### config.mk
export PLATFORM = sky130hd
export DESIGN_NAME = rr_arbiter8
export DESIGN_NICKNAME = d
export VERILOG_FILES = /design/src/rtl/rr_arbiter8.sv
export SDC_FILE = /design/constraint.sdc
export NUM_CORES = 1
export LEC_CHECK = 0
export BUFFER_PORTS_ARGS = -buffer_cell sky130_fd_sc_hd__buf_2
export CAP_MARGIN = 25
export CORE_ASPECT_RATIO = 0.6
export CORE_MARGIN = 4
export CORE_UTILIZATION = 55
export DETAILED_ROUTE_END_ITERATION = 7
export PLACE_DENSITY = 0.76
export SLEW_MARGIN = 20
export SYNTH_ARGS = -nofsm -noshare
export SYNTH_HDL_FRONTEND = slang
export SYNTH_SLANG_ARGS = --single-unit
### constraint.sdc
create_clock -name i_CLK -period 3.4 [get_ports i_CLK]
set_input_delay 0.17 -clock i_CLK [delete_from_list [all_inputs] [get_ports i_CLK]]
set_output_delay 0.17 -clock i_CLK [all_outputs]
set_load 0.01 [all_outputs]
### src/rtl/rr_arbiter8.sv
`default_nettype none
// ============================================================================
//  Module      : rr_arbiter8
//  Description : Eight-way round-robin arbiter with registered one-hot grant,
//                matching grant index, and a hold limit that forces rotation
//                when other requesters are waiting.
//  Revision    : 1.0  initial release
// ============================================================================
module rr_arbiter8 #(
    parameter int HOLD_MAX = 16
) (
    input  logic       i_CLK,
    input  logic       i_RST_N,
    input  logic       i_EN,
    input  logic [7:0] i_REQ,
    output logic [7:0] i_GNT,
    output logic [2:0] i_GNT_IDX,
    output logic       i_GNT_VLD
);

    // Last hold count value at which a waiting contender forces rotation.
    localparam logic [7:0] HOLD_LAST = (HOLD_MAX == 0) ? 8'd0 : 8'(HOLD_MAX - 1);
    localparam bit         HOLD_ON   = (HOLD_MAX != 0);

    typedef enum logic [0:0] {
        S_IDLE  = 1'b0,
        S_GRANT = 1'b1
    } state_t;

    state_t     state;
    state_t     state_nxt;
    logic [2:0] idx;
    logic [2:0] idx_nxt;
    logic [2:0] ptr;
    logic [2:0] ptr_nxt;
    logic [7:0] cnt;
    logic [7:0] cnt_nxt;

    logic       scan_found;
    logic [2:0] scan_idx;
    logic [2:0] scan_cand;
    logic [7:0] owner_mask;
    logic       owner_released;
    logic       others_pending;
    logic       preempt;

    // Rotating priority search: first set request at ptr, ptr+1, ... (mod 8).
    // Walking offsets from high to low lets the lowest offset win last.
    always_comb begin
        scan_found = 1'b0;
        scan_idx   = ptr;
        scan_cand  = ptr;
        for (int k = 7; k >= 0; k--) begin
            scan_cand = ptr + 3'(k);
            if (i_REQ[scan_cand]) begin
                scan_found = 1'b1;
                scan_idx   = scan_cand;
            end
        end
    end

    // Owner release and hold-limit preemption conditions.
    always_comb begin
        owner_mask     = 8'b1 << idx;
        owner_released = ~i_REQ[idx];
        others_pending = |(i_REQ & ~owner_mask);
        preempt        = HOLD_ON && (cnt == HOLD_LAST) && others_pending;
    end

    // Next-state logic; every owner change detours through IDLE so the
    // grant bus always shows one zero cycle between owners.
    always_comb begin
        state_nxt = state;
        idx_nxt   = idx;
        ptr_nxt   = ptr;
        cnt_nxt   = cnt;
        case (state)
            S_IDLE: begin
                if (i_EN && scan_found) begin
                    state_nxt = S_GRANT;
                    idx_nxt   = scan_idx;
                    cnt_nxt   = 8'd0;
                end
            end
            S_GRANT: begin
                if (owner_released || preempt) begin
                    state_nxt = S_IDLE;
                    // The departing owner becomes lowest priority next scan.
                    ptr_nxt   = idx + 3'd1;
                end else if (cnt != 8'hFF) begin
                    cnt_nxt = cnt + 8'd1;
                end
            end
            default: begin
                state_nxt = S_IDLE;
            end
        endcase
    end

    // State registers; asynchronous reset drops any grant immediately.
    always_ff @(posedge i_CLK or negedge i_RST_N) begin
        if (!i_RST_N) begin
            state <= S_IDLE;
            idx   <= 3'd0;
            ptr   <= 3'd0;
            cnt   <= 8'd0;
        end else begin
            state <= state_nxt;
            idx   <= idx_nxt;
            ptr   <= ptr_nxt;
            cnt   <= cnt_nxt;
        end
    end

    // Outputs decode straight from registers, so the grant is glitch-free
    // and can never be multi-hot.
    always_comb begin
        i_GNT_VLD = (state == S_GRANT);
        i_GNT_IDX = idx;
        i_GNT     = i_GNT_VLD ? (8'b1 << idx) : 8'b0;
    end

endmodule
`default_nettype wire

==> impl_summary.log, run 1 <==
INFO  metric setup_repair_after_global_routing_missed_its_margin = false
INFO  metric die-area = just under 5000 µm²
INFO  metric finClkSkew = 2.67 ps
INFO  metric hold_ws = 270 ps
INFO  metric worst_tran_pin_value = approximately 620 ps
INFO  metric groute.usage.overall = 24.1%
INFO  metric report.final.setup_viol = 0
INFO  metric number_of_nets_in_the_finished_design = 266
INFO  metric first_pass_grt_wire_length = 9030 µm
INFO  metric deepest_clock_path_buffer_count = 2
INFO  metric worstSetupEndpointType = flop
INFO  metric synth_area_per_cell = roughly 9.0 µm²
INFO  metric numPortBuffers = 22
INFO  metric r2r_worst_path_depth = 9
INFO  metric clkTransAtPathRegs = ~60 ps
INFO  metric max_cap_viol_count = 0
INFO  metric num_rows = 16
INFO  metric power-per-cell-area = 1020 nW/µm²
INFO  metric min_from = i_EN
INFO  metric n_fill_cell = roughly 300
INFO  metric reg2reg_to = cnt[2]
INFO  metric via_count_of_the_first_global_routing_pass = 1728
INFO  metric timing.rr.start = i_GNT_IDX[0]
INFO  metric fp.dieH = 55.4 µm
INFO  metric synthesis_stage_register_bit_count = 15
INFO  metric synth_flop_cell = dfrtp_1
INFO  metric critical_path.startpoint_type = flop
INFO  metric achievable_clock_frequency = 350 MHz
INFO  metric detail-route-antenna-nets = 0
INFO  metric post_synth_main_area_contributors = dfrtp_1 (18%), mux4_2 (11%), ha_1 (5.5%)
INFO  metric met3_wirelength = approximately 740 µm
INFO  metric mappedNetlistNets = around 250
INFO  metric area_growth = 8.02%
INFO  metric initial_utilization = about three fifths
INFO  metric met2_length = approximately 2200 µm
INFO  metric static-leakage-power = between 0.9 and 1 nW
INFO  metric number_of_clock_sinks = 15
INFO  metric drt_pass1_iterations = 4
INFO  metric numCtsBuffers = 3
INFO  metric topRoutingLayerUsed = met4
INFO  metric maximum_number_of_pins_on_one_net_before_global_route_repair = 24
INFO  metric synth-edff-count = 0
INFO  metric netlist_top_cells_count = nor2_1 (26), nand2_1 (16), dfrtp_1 (15), inv_1 (13), nand3_1 (11)
INFO  metric antenna_cells_inserted = 0
INFO  metric drt-initial-drc-count = 187
INFO  metric post-layout-total-power = between 2 and 2.5 mW
INFO  metric fraction_of_synthesis_flops_using_an_asynchronous_set_or_reset_pin = 100%
INFO  metric final.period_utilization = a little over four fifths
INFO  metric min_delay_worst_endpoint = i_GNT_VLD
INFO  metric worst_ep_arrival_time = roughly 3000 ps
INFO  metric globalRouteOverflowTotal = 0
INFO  metric place_area = about 2200 µm²
INFO  metric tritoncts = built
INFO  metric irDropWorstVdd = just under 500 µV
INFO  metric cts_htree_levels = 1
INFO  metric gpl.final_weighted_congestion = a little under 1
INFO  metric report.final.slew_viol_count = 0
INFO  metric netlist_instances = roughly 230
INFO  metric routed_wire_length_per_instance = around 19 µm
INFO  metric clock_tree.root_cell = clkbuf_8
INFO  metric timing.max_slew.rel_slack = about three fifths
INFO  metric via_count = about 1900
INFO  metric synth_warnings = 0
INFO  metric wirelength = about 5700 µm
INFO  metric yosysSeqAreaShare = 18.2%
INFO  metric num_io_pins = 23
INFO  metric wl_met1 = about 2700 µm
INFO  metric cp_data_required_time = approximately 3500 ps
INFO  metric ff2ff_setup_slack = between 500 and 600 ps
INFO  metric run_status = finished, final reports clean
INFO  metric core-area = roughly 3400 µm²
INFO  metric synth_top_cell_by_area = dfrtp_1
INFO  metric post-synth-top-count-cell = nor2_1
INFO  metric synth_area = ~2000 µm²
INFO  metric synth.top_cell.area_share = roughly 18%
INFO  metric final-hold-violation-count = 0
INFO  metric worst-path-max-fanout = 7
INFO  metric timing.hold.worst_path_depth = 3
INFO  metric fp.dieW = 87 µm
INFO  metric fin_ws = 540 ps
INFO  metric stdcell_area = about 2200 µm²
INFO  metric worst_skew_pair.late_latency = between 200 and 300 ps
INFO  metric route.detailed.drc = 0
INFO  metric drive_gt1_share = about 22%
INFO  metric placement.setup.worst_slack = 609 ps
INFO  metric dp_hpwl = about 4200 µm
INFO  metric holdCritPathClass = in -> reg
INFO  metric number_of_antenna_violations_at_the_first_check_in_global_routing = 0
INFO  metric min_period = roughly 2900 ps
INFO  metric setup.worst_path.class = reg -> reg
INFO  metric post_cts_resized = 0
INFO  metric timing.setup.tns = 0 ps
INFO  metric vias_cell = between 6 and 7
INFO  metric synthDistinctLibCells = 59
==> state kept, by name, indices dropped and copies added (netlist names) <==
name and count:
i_GNT_VLD 1, i_GNT_IDX 3, ptr 3, cnt 8
==> cell type report <==
cell class	count	area [µm²]	area share, %
Tap cell	45	56.3	2.53
Multi-Input combinational cell	185	1540	69.3
Inverter	13	48.8	2.19
Timing Repair Buffer	28	158	7.09
Sequential cell	15	375	16.9
Clock buffer	4	45.0	2.02
==> kinds of logic after synthesis <==
logic type	synth area share, %
AND/OR/NAND/NOR	24.7
AO/OA/AOI/OAI	17.3
multiplexers	23.9
buffers and inverters	6.93
flip-flops	18.2
adder cells (fa/ha/maj)	5.47
XOR/XNOR	3.40
==> per-layer routing <==
metal / GRT usage, % / vias up
met5: 0 / -
met4: 5.11 / 0
met3: 11.0 / 13
li1: - / 881
met1: 37.4 / 908
met2: 29.6 / 121
==> per-stage QoR <==
step / util, % / instances
after floorplan: - / 228
after global placement: 63.4 / 285
after detailed placement: 63.4 / 285
after CTS: 65.0 / 290
after global routing: 65.0 / 290
final: 65.0 / 290
==> power by group <==
group	internal, mW	switching [mW]
clock network	0.0832	0.0665
logic	0.779	1.01
registers	0.237	0.101
total	1.10	1.17
==> repair_timing <==
item,4_1_cts,5_1_grt
setup buffers,0,0
hold buffers,1,0
hold endpoints to repair,15,0
==> how the worst max path moves through the flow <==
stage                  from     end  slack [ps]  cells past startpoint
2_1_floorplan        ptr[0]  cnt[2]         510                     12
3_3_place_gp         ptr[0]  cnt[2]         650                      9
3_5_place_dp   i_GNT_IDX[0]  cnt[2]         610                      9
4_1_cts        i_GNT_IDX[0]  cnt[2]         600                      9
5_1_grt        i_GNT_IDX[0]  cnt[2]         340                      9
6_report       i_GNT_IDX[0]  cnt[2]         540                      9
==> layout by cell type, fill, tap and decap left out, types with 3 or more instances in the layout <==
| cell type | Yosys | routed |
|---|---|---|
| a21oi_1 | 7 | 7 |
| a22oi_1 | 4 | 4 |
| and2_1 | 9 | 9 |
| and3_1 | 5 | 5 |
| buf_2 | 5 | 22 |
| buf_4 | 1 | 5 |
| clkbuf_8 | 0 | 3 |
| dfrtp_1 | 15 | 15 |
| ha_1 | 9 | 9 |
| inv_1 | 13 | 13 |
| mux2_2 | 6 | 6 |
| mux2i_1 | 8 | 8 |
| mux4_1 | 4 | 4 |
| mux4_2 | 10 | 10 |
| nand2_1 | 16 | 16 |
| nand2b_1 | 3 | 3 |
| nand3_1 | 11 | 11 |
| nand3b_1 | 3 | 3 |
| nor2_1 | 26 | 26 |
| nor2b_1 | 6 | 6 |
| nor3b_1 | 3 | 3 |
| o211ai_1 | 6 | 6 |
| o21ai_0 | 3 | 3 |
| xor2_1 | 6 | 6 |
==> critical path: stages, from the launching register on <==
cell and delay (ps):
dfrtp_1 500, ha_1 250, ha_1 170, inv_1 40, a2111oi_0 460, o2111ai_1 270, a211oi_2 500, o21a_1 230
nand2_1 70, mux2_2 260
Power figures use the tool's default switching activity.
==> run 2, diff against run 1 <==
- clock period: 3.4 -> 2.7 ns (I/O delays scaled with it)
==> impl_summary.log, run 2 (synthesized netlist as in run 1, its figures left out) <==
INFO  metric power.share.combinational = 82.5% (was 78.5%)
INFO  metric min_period = 2660 ps (was 2860 ps)
INFO  metric report.final.slew_viol_count = 0 (unchanged)
INFO  metric drive_gt1_share = 31.6% (was 22.4%)
INFO  metric report.final.setup_viol = 0 (unchanged)
INFO  metric power-per-cell-area = 1340 nW/µm² (was 1020 nW/µm²)
INFO  metric drt_pass1_iterations = 5 (was 4)
INFO  metric gpl.final_weighted_congestion = 0.927 (was 0.965)
INFO  metric numPortBuffers = 22 (unchanged)
INFO  metric power_frac_clock = 5.6% (was 6.6%)
INFO  metric finClkSkew = 0.853 ps (was 2.67 ps)
INFO  metric core-area = 3420 µm² (unchanged)
INFO  metric holdCritPathClass = in -> reg (unchanged)
INFO  metric maximum_number_of_pins_on_one_net_before_global_route_repair = 24 (unchanged)
INFO  metric reg2reg_to = cnt[2] (unchanged)
INFO  metric swShare = 48.7% (was 51.6%)
INFO  metric min_delay_worst_endpoint = i_GNT_VLD (unchanged)
INFO  metric internal-power = 1.67 mW (was 1.10 mW)
INFO  metric r2r_worst_path_depth = 10 (was 9)
INFO  metric groute.usage.overall = 24.4% (was 24.1%)
INFO  metric detail-route-antenna-nets = 0 (unchanged)
INFO  metric achievable_clock_frequency = 375 MHz (was 350 MHz)
INFO  metric irDropWorstVdd = 752 µV (was 495 µV)
INFO  metric first_pass_grt_wire_length = 9320 µm (was 9030 µm)
INFO  metric drt-initial-drc-count = 251 (was 187)
INFO  metric min_from = i_EN (unchanged)
INFO  metric via_count_of_the_first_global_routing_pass = 1703 (was 1728)
INFO  metric instances_no_fill = 311 (was 290)
INFO  metric final-hold-violation-count = 0 (unchanged)
INFO  metric fp.dieH = 55.4 µm (unchanged)
INFO  metric die-area = 4820 µm² (unchanged)
INFO  metric cts_htree_levels = 1 (unchanged)
INFO  metric static-leakage-power = 1.10 nW (was 0.999 nW)
INFO  metric number_of_antenna_violations_at_the_first_check_in_global_routing = 0 (unchanged)
INFO  metric run_status = finished, final reports clean (unchanged)
INFO  metric deepest_clock_path_buffer_count = 2 (unchanged)
INFO  metric antenna_cells_inserted = 0 (unchanged)
INFO  metric place_area = 2300 µm² (was 2170 µm²)
INFO  metric initial_utilization = 60.2% (unchanged)
INFO  metric worst_ep_arrival_time = 2800 ps (was 3000 ps)
INFO  metric largest_reg_flops = 8 (unchanged)
INFO  metric final.period_utilization = 98.7% (was 84.1%)
INFO  metric wirelength = 5940 µm (was 5650 µm)
INFO  metric clock_tree.root_cell = clkbuf_8 (unchanged)
INFO  metric timing.rr.start = ptr[0] (was i_GNT_IDX[0])
INFO  metric via_count = 2007 (was 1923)
INFO  metric tritoncts = built (unchanged)
INFO  metric timing.max_slew.rel_slack = 66.0% (was 58.7%)
INFO  metric num_io_pins = 23 (unchanged)
INFO  metric timing.setup.tns = 0 ps (unchanged)
INFO  metric placement.setup.worst_slack = 68.9 ps (was 609 ps)
INFO  metric place.detailed.instances = 301 (was 285)
INFO  metric post-layout-total-power = 3.26 mW (was 2.27 mW)
INFO  metric setup.worst_path.class = reg -> reg (unchanged)
INFO  metric timing.hold.worst_path_depth = 3 (unchanged)
INFO  metric stdcell_area = 2430 µm² (was 2220 µm²)
INFO  metric dp_hpwl = 4430 µm (was 4240 µm)
INFO  metric layout.cells.most_common_list = nor2_1 (26), buf_4 (24), buf_2 (22) (was nor2_1 (26), buf_2 (22), nand2_1 (16))
INFO  metric cp_data_required_time = 2830 ps (was 3540 ps)
INFO  metric number_of_nets_in_the_finished_design = 287 (was 266)
INFO  metric ff2ff_setup_slack = 40 ps (was 540 ps)
INFO  metric num_rows = 16 (unchanged)
INFO  metric numCtsBuffers = 3 (unchanged)
INFO  metric fp.dieW = 87 µm (unchanged)
INFO  metric most_frequent_standard_cell_in_the_layout_excluding_fill_and_tap_cells = nor2_1 (unchanged)
INFO  metric globalRouteOverflowTotal = 0 (unchanged)
INFO  metric fin_ws = 36.2 ps (was 540 ps)
INFO  metric max_cap_viol_count = 0 (unchanged)
INFO  metric worstSetupEndpointType = flop (unchanged)
INFO  metric vias_cell = 6.45 (was 6.63)
INFO  metric power_frac_seq = 11.9% (was 14.9%)
INFO  metric routed_wire_length_per_instance = 19.1 µm (was 19.5 µm)
INFO  metric area_growth = 18.0% (was 8.02%)
INFO  metric power_switching = 1.59 mW (was 1.17 mW)
INFO  metric clkTransAtPathRegs = 60 ps (about the same)
INFO  metric regMostFlops = cnt (unchanged)
INFO  metric critical_path.startpoint_type = flop (unchanged)
INFO  metric number_of_clock_sinks = 15 (unchanged)
INFO  metric worst_skew_pair.late_latency = 250 ps (about the same)
INFO  metric worst-path-max-fanout = 6 (was 7)
INFO  metric worst_tran_pin_value = 508 ps (was 619 ps)
INFO  metric route.detailed.drc = 0 (unchanged)
## run 2: cell types whose count changed in the layout (fill, tap and decap cells not counted), sizes merged
cell / before / now
clkbuf: 4 / 5
buf: 27 / 47
## run 2: power by group through the flow
stage | registers [mW] | clock network (mW) | logic, mW
2_1_floorplan | 0.377 | 0 | 1.79
3_3_place_gp | 0.383 | 0 | 2.44
3_5_place_dp | 0.386 | 0 | 2.48
4_1_cts | 0.382 | 0.183 | 2.49
5_1_grt | 0.402 | 0.200 | 2.89
6_report | 0.389 | 0.182 | 2.69
## run 2: timing repair
| action | in CTS | in global routing |
|---|---|---|
| hold buffers | 1 | 0 |
| endpoints found under the hold margin | 15 | 0 |
| endpoints found under the setup margin | 0 | 9 |
| buffers inserted | 0 | 4 |
| resized for setup | 0 | 11 |
## run 2: per-layer routing
layer / vias to the layer above / track usage (%) / share of wire [%]
met4: 0 / 0.889 / 0.22
met5: - / 0 / 0
met3: 2 / 5.94 / 12
met1: 949 / 42.9 / 49
met2: 132 / 29.6 / 38
li1: 924 / - / -
## run 2: how the worst max path moves through the flow
stage            from     end  slack, ps  cells past startpoint
6_report       ptr[0]  cnt[2]         40                     10
3_3_place_gp   ptr[0]  cnt[2]        100                      9
3_5_place_dp   ptr[0]  cnt[2]         70                      9
4_1_cts        ptr[0]  cnt[2]         30                      9
5_1_grt        ptr[0]  cnt[2]         -2                     10
2_1_floorplan  ptr[0]  cnt[2]          2                     13
## run 2: critical path, stage by stage, from the launching register on
cell	delay, ps
dfrtp_2	450
inv_2	100
ha_4	230
mux4_2	310
nor2_1	60
mux4_2	510
nand4_4	160
buf_4	160
nand3b_1	140
and2_1	190
mux2_2	250
## run 2: through the flow
stage               utilization, %  hold WS (ps)
finish                        71.0           235
global route                  71.0           266
CTS                           68.8           228
detailed placement            67.1          62.8
global placement              67.1          61.0
floorplan                        -          -161
## run 2: area by class of cell
| type | count | area, µm² |
|---|---|---|
| inverter | 13 | 48.8 |
| timing repair buffer | 49 | 345 |
| fill | 269 | 993 |
| multi-input combinational | 185 | 1560 |
| clock buffer | 4 | 45.0 |
| sequential | 15 | 377 |
| tap | 45 | 56.3 |
==> run 3, diff against run 2 <==
- MAX_ROUTING_LAYER: not set -> met4
==> impl_summary.log, run 3 (synthesized netlist as in run 1, its figures left out) <==
INFO  metric largest_reg_flops = 8 (unchanged)
INFO  metric drive_gt1_share = 31.1% (was 31.6%)
INFO  metric max_cap_viol_count = 0 (unchanged)
INFO  metric layout.cells.most_common_list = nor2_1 (26), buf_2 (22), buf_4 (21) (was nor2_1 (26), buf_4 (24), buf_2 (22))
INFO  metric report.final.setup_viol = 0 (unchanged)
INFO  metric number_of_antenna_violations_at_the_first_check_in_global_routing = 0 (unchanged)
INFO  metric fp.dieW = 87 µm (unchanged)
INFO  metric report.final.slew_viol_count = 0 (unchanged)
INFO  metric dp_hpwl = 4410 µm (was 4430 µm)
INFO  metric irDropWorstVdd = 843 µV (was 752 µV)
INFO  metric cts_htree_levels = 1 (unchanged)
INFO  metric route.detailed.drc = 0 (unchanged)
INFO  metric drt_pass1_iterations = 5 (unchanged)
INFO  metric min_period = 2630 ps (was 2660 ps)
INFO  metric numCtsBuffers = 3 (unchanged)
INFO  metric power-per-cell-area = 1360 nW/µm² (was 1340 nW/µm²)
INFO  metric n_fill_cell = 241 (was 269)
INFO  metric area_growth = 17.1% (was 18.0%)
INFO  metric clock_tree.root_cell = clkbuf_8 (unchanged)
INFO  metric static-leakage-power = 1.09 nW (was 1.10 nW)
INFO  metric initial_utilization = 60.2% (unchanged)
INFO  metric globalRouteOverflowTotal = 0 (unchanged)
INFO  metric drt-initial-drc-count = 294 (was 251)
INFO  metric detail-route-antenna-nets = 0 (unchanged)
INFO  metric critical_path.startpoint_type = flop (unchanged)
INFO  metric numPortBuffers = 22 (unchanged)
INFO  metric power.share.combinational = 83.0% (was 82.5%)
INFO  metric finClkSkew = 1.35 ps (was 0.853 ps)
INFO  metric timing.hold.worst_path_depth = 3 (unchanged)
INFO  metric internal-power = 1.66 mW (was 1.67 mW)
INFO  metric stdcell_area = 2410 µm² (was 2430 µm²)
INFO  metric worstSetupEndpointType = flop (unchanged)
INFO  metric worst_skew_pair.late_latency = 250 ps (about the same)
INFO  metric power_frac_clock = 5.7% (was 5.6%)
INFO  metric r2r_worst_path_depth = 9 (was 10)
INFO  metric most_frequent_standard_cell_in_the_layout_excluding_fill_and_tap_cells = nor2_1 (unchanged)
INFO  metric vias_cell = 6.50 (was 6.45)
INFO  metric num_rows = 16 (unchanged)
INFO  metric fp.dieH = 55.4 µm (unchanged)
INFO  metric routed_wire_length_per_instance = 19.6 µm (was 19.1 µm)
INFO  metric holdCritPathClass = in -> reg (unchanged)
INFO  metric deepest_clock_path_buffer_count = 2 (unchanged)
INFO  metric clkTransAtPathRegs = 60 ps (about the same)
INFO  metric setup.worst_path.class = reg -> reg (unchanged)
INFO  metric gpl.final_weighted_congestion = 0.972 (was 0.927)
INFO  metric timing.max_slew.rel_slack = 72.6% (was 66.0%)
INFO  metric power_frac_seq = 11.3% (was 11.9%)
INFO  metric number_of_clock_sinks = 15 (unchanged)
INFO  metric via_count_of_the_first_global_routing_pass = 1769 (was 1703)
INFO  metric post-layout-total-power = 3.29 mW (was 3.26 mW)
INFO  metric final.period_utilization = 97.3% (was 98.7%)
INFO  metric swShare = 49.5% (was 48.7%)
INFO  metric wirelength = 6060 µm (was 5940 µm)
INFO  metric first_pass_grt_wire_length = 9570 µm (was 9320 µm)
INFO  metric power_switching = 1.63 mW (was 1.59 mW)
INFO  metric cp_data_required_time = 2840 ps (was 2830 ps)
INFO  metric antenna_cells_inserted = 0 (unchanged)
INFO  metric worst_tran_pin_value = 407 ps (was 508 ps)
INFO  metric core-area = 3420 µm² (unchanged)
INFO  metric number_of_nets_in_the_finished_design = 285 (was 287)
INFO  metric worst-path-max-fanout = 9 (was 6)
INFO  metric maximum_number_of_pins_on_one_net_before_global_route_repair = 24 (unchanged)
INFO  metric hold_ws = 226 ps (was 235 ps)
INFO  metric via_count = 2009 (was 2007)
INFO  metric die-area = 4820 µm² (unchanged)
INFO  metric run_status = finished, final reports clean (unchanged)
INFO  metric layout.core_utilization = 70.4% (was 71.0%)
INFO  metric achievable_clock_frequency = 380 MHz (was 375 MHz)
INFO  metric worst_ep_arrival_time = 2770 ps (was 2800 ps)
INFO  metric num_io_pins = 23 (unchanged)
INFO  metric final-hold-violation-count = 0 (unchanged)
INFO  metric groute.usage.overall = 26.1% (was 24.4%)
INFO  metric place_area = 2280 µm² (was 2300 µm²)
INFO  metric tritoncts = built (unchanged)
INFO  metric regMostFlops = cnt (unchanged)
## run 3: cell count changes in the layout (fill, tap and decap cells not counted), sizes merged
| cell | before | now |
|---|---|---|
| buf | 47 | 45 |
| clkbuf | 5 | 4 |
| nand4 | 1 | 2 |
## run 3: layout make-up
| cell class | instances | area [µm²] | share of cell area, % |
|---|---|---|---|
| Timing Repair Buffer | 46 | 309 | 12.8 |
| Clock buffer | 4 | 45.0 | 1.87 |
| Inverter | 13 | 48.8 | 2.02 |
| Sequential cell | 15 | 375 | 15.6 |
| Tap cell | 45 | 56.3 | 2.34 |
| Multi-Input combinational cell | 186 | 1580 | 65.4 |
## run 3: per-layer routing
| metal | track usage, % | routed length, µm | part of all wire [%] | vias up |
|---|---|---|---|---|
| met1 | 42.1 | 2850 | 47 | 940 |
| li1 | - | - | - | 920 |
| met3 | 11.4 | 805 | 13 | 11 |
| met5 | - | 0 | 0 | - |
| met4 | 4.22 | 69 | 1.1 | 0 |
| met2 | 28.5 | 2330 | 38 | 138 |
## run 3: timing repair
item	in CTS	in global routing
setup buffers	0	3
gates cloned	0	1
setup endpoints to repair	1	9
gates resized for setup	1	12
hold endpoints to repair	15	0
hold buffers	1	0
pin swaps	0	5
## run 3: path summary, 6_finish.rpt
path / start / endpoint / slack, ps
hold / removal: i_EN / i_GNT_VLD / 230
max in group asynchronous: i_RST_N / cnt[0] / 2120
setup reg to reg: ptr[0] / cnt[2] / 70
hold reg to reg: cnt[3] / cnt[3] / 580
min in group asynchronous: i_RST_N / cnt[6] / 320
setup / recovery: ptr[0] / cnt[2] / 70
## run 3: through the flow
stage               setup slack [ps]  setup TNS, ps  instances
floorplan                       1.79              0        228
global placement                57.1              0        300
detailed placement              6.90              0        300
CTS                             2.26              0        305
global route                   -23.1          -42.7        309
finish                          71.6              0        309
## run 3: critical path, cell delays in order (launching register included)
cell and delay, ps:
dfrtp_1 410, inv_2 80, ha_4 310, buf_6 150
mux4_2 380, nor4_4 350, nand4_4 180, o21a_1 240
nand2_1 80, mux2_2 330
## run 3: power groups by stage
stage | Clock (mW) | Sequential (mW) | Combinational [mW]
floorplan | 0 | 0.377 | 1.79
global placement | 0 | 0.363 | 2.48
detailed placement | 0 | 0.365 | 2.48
CTS | 0.192 | 0.364 | 2.50
global route | 0.201 | 0.381 | 2.93
finish | 0.189 | 0.371 | 2.73
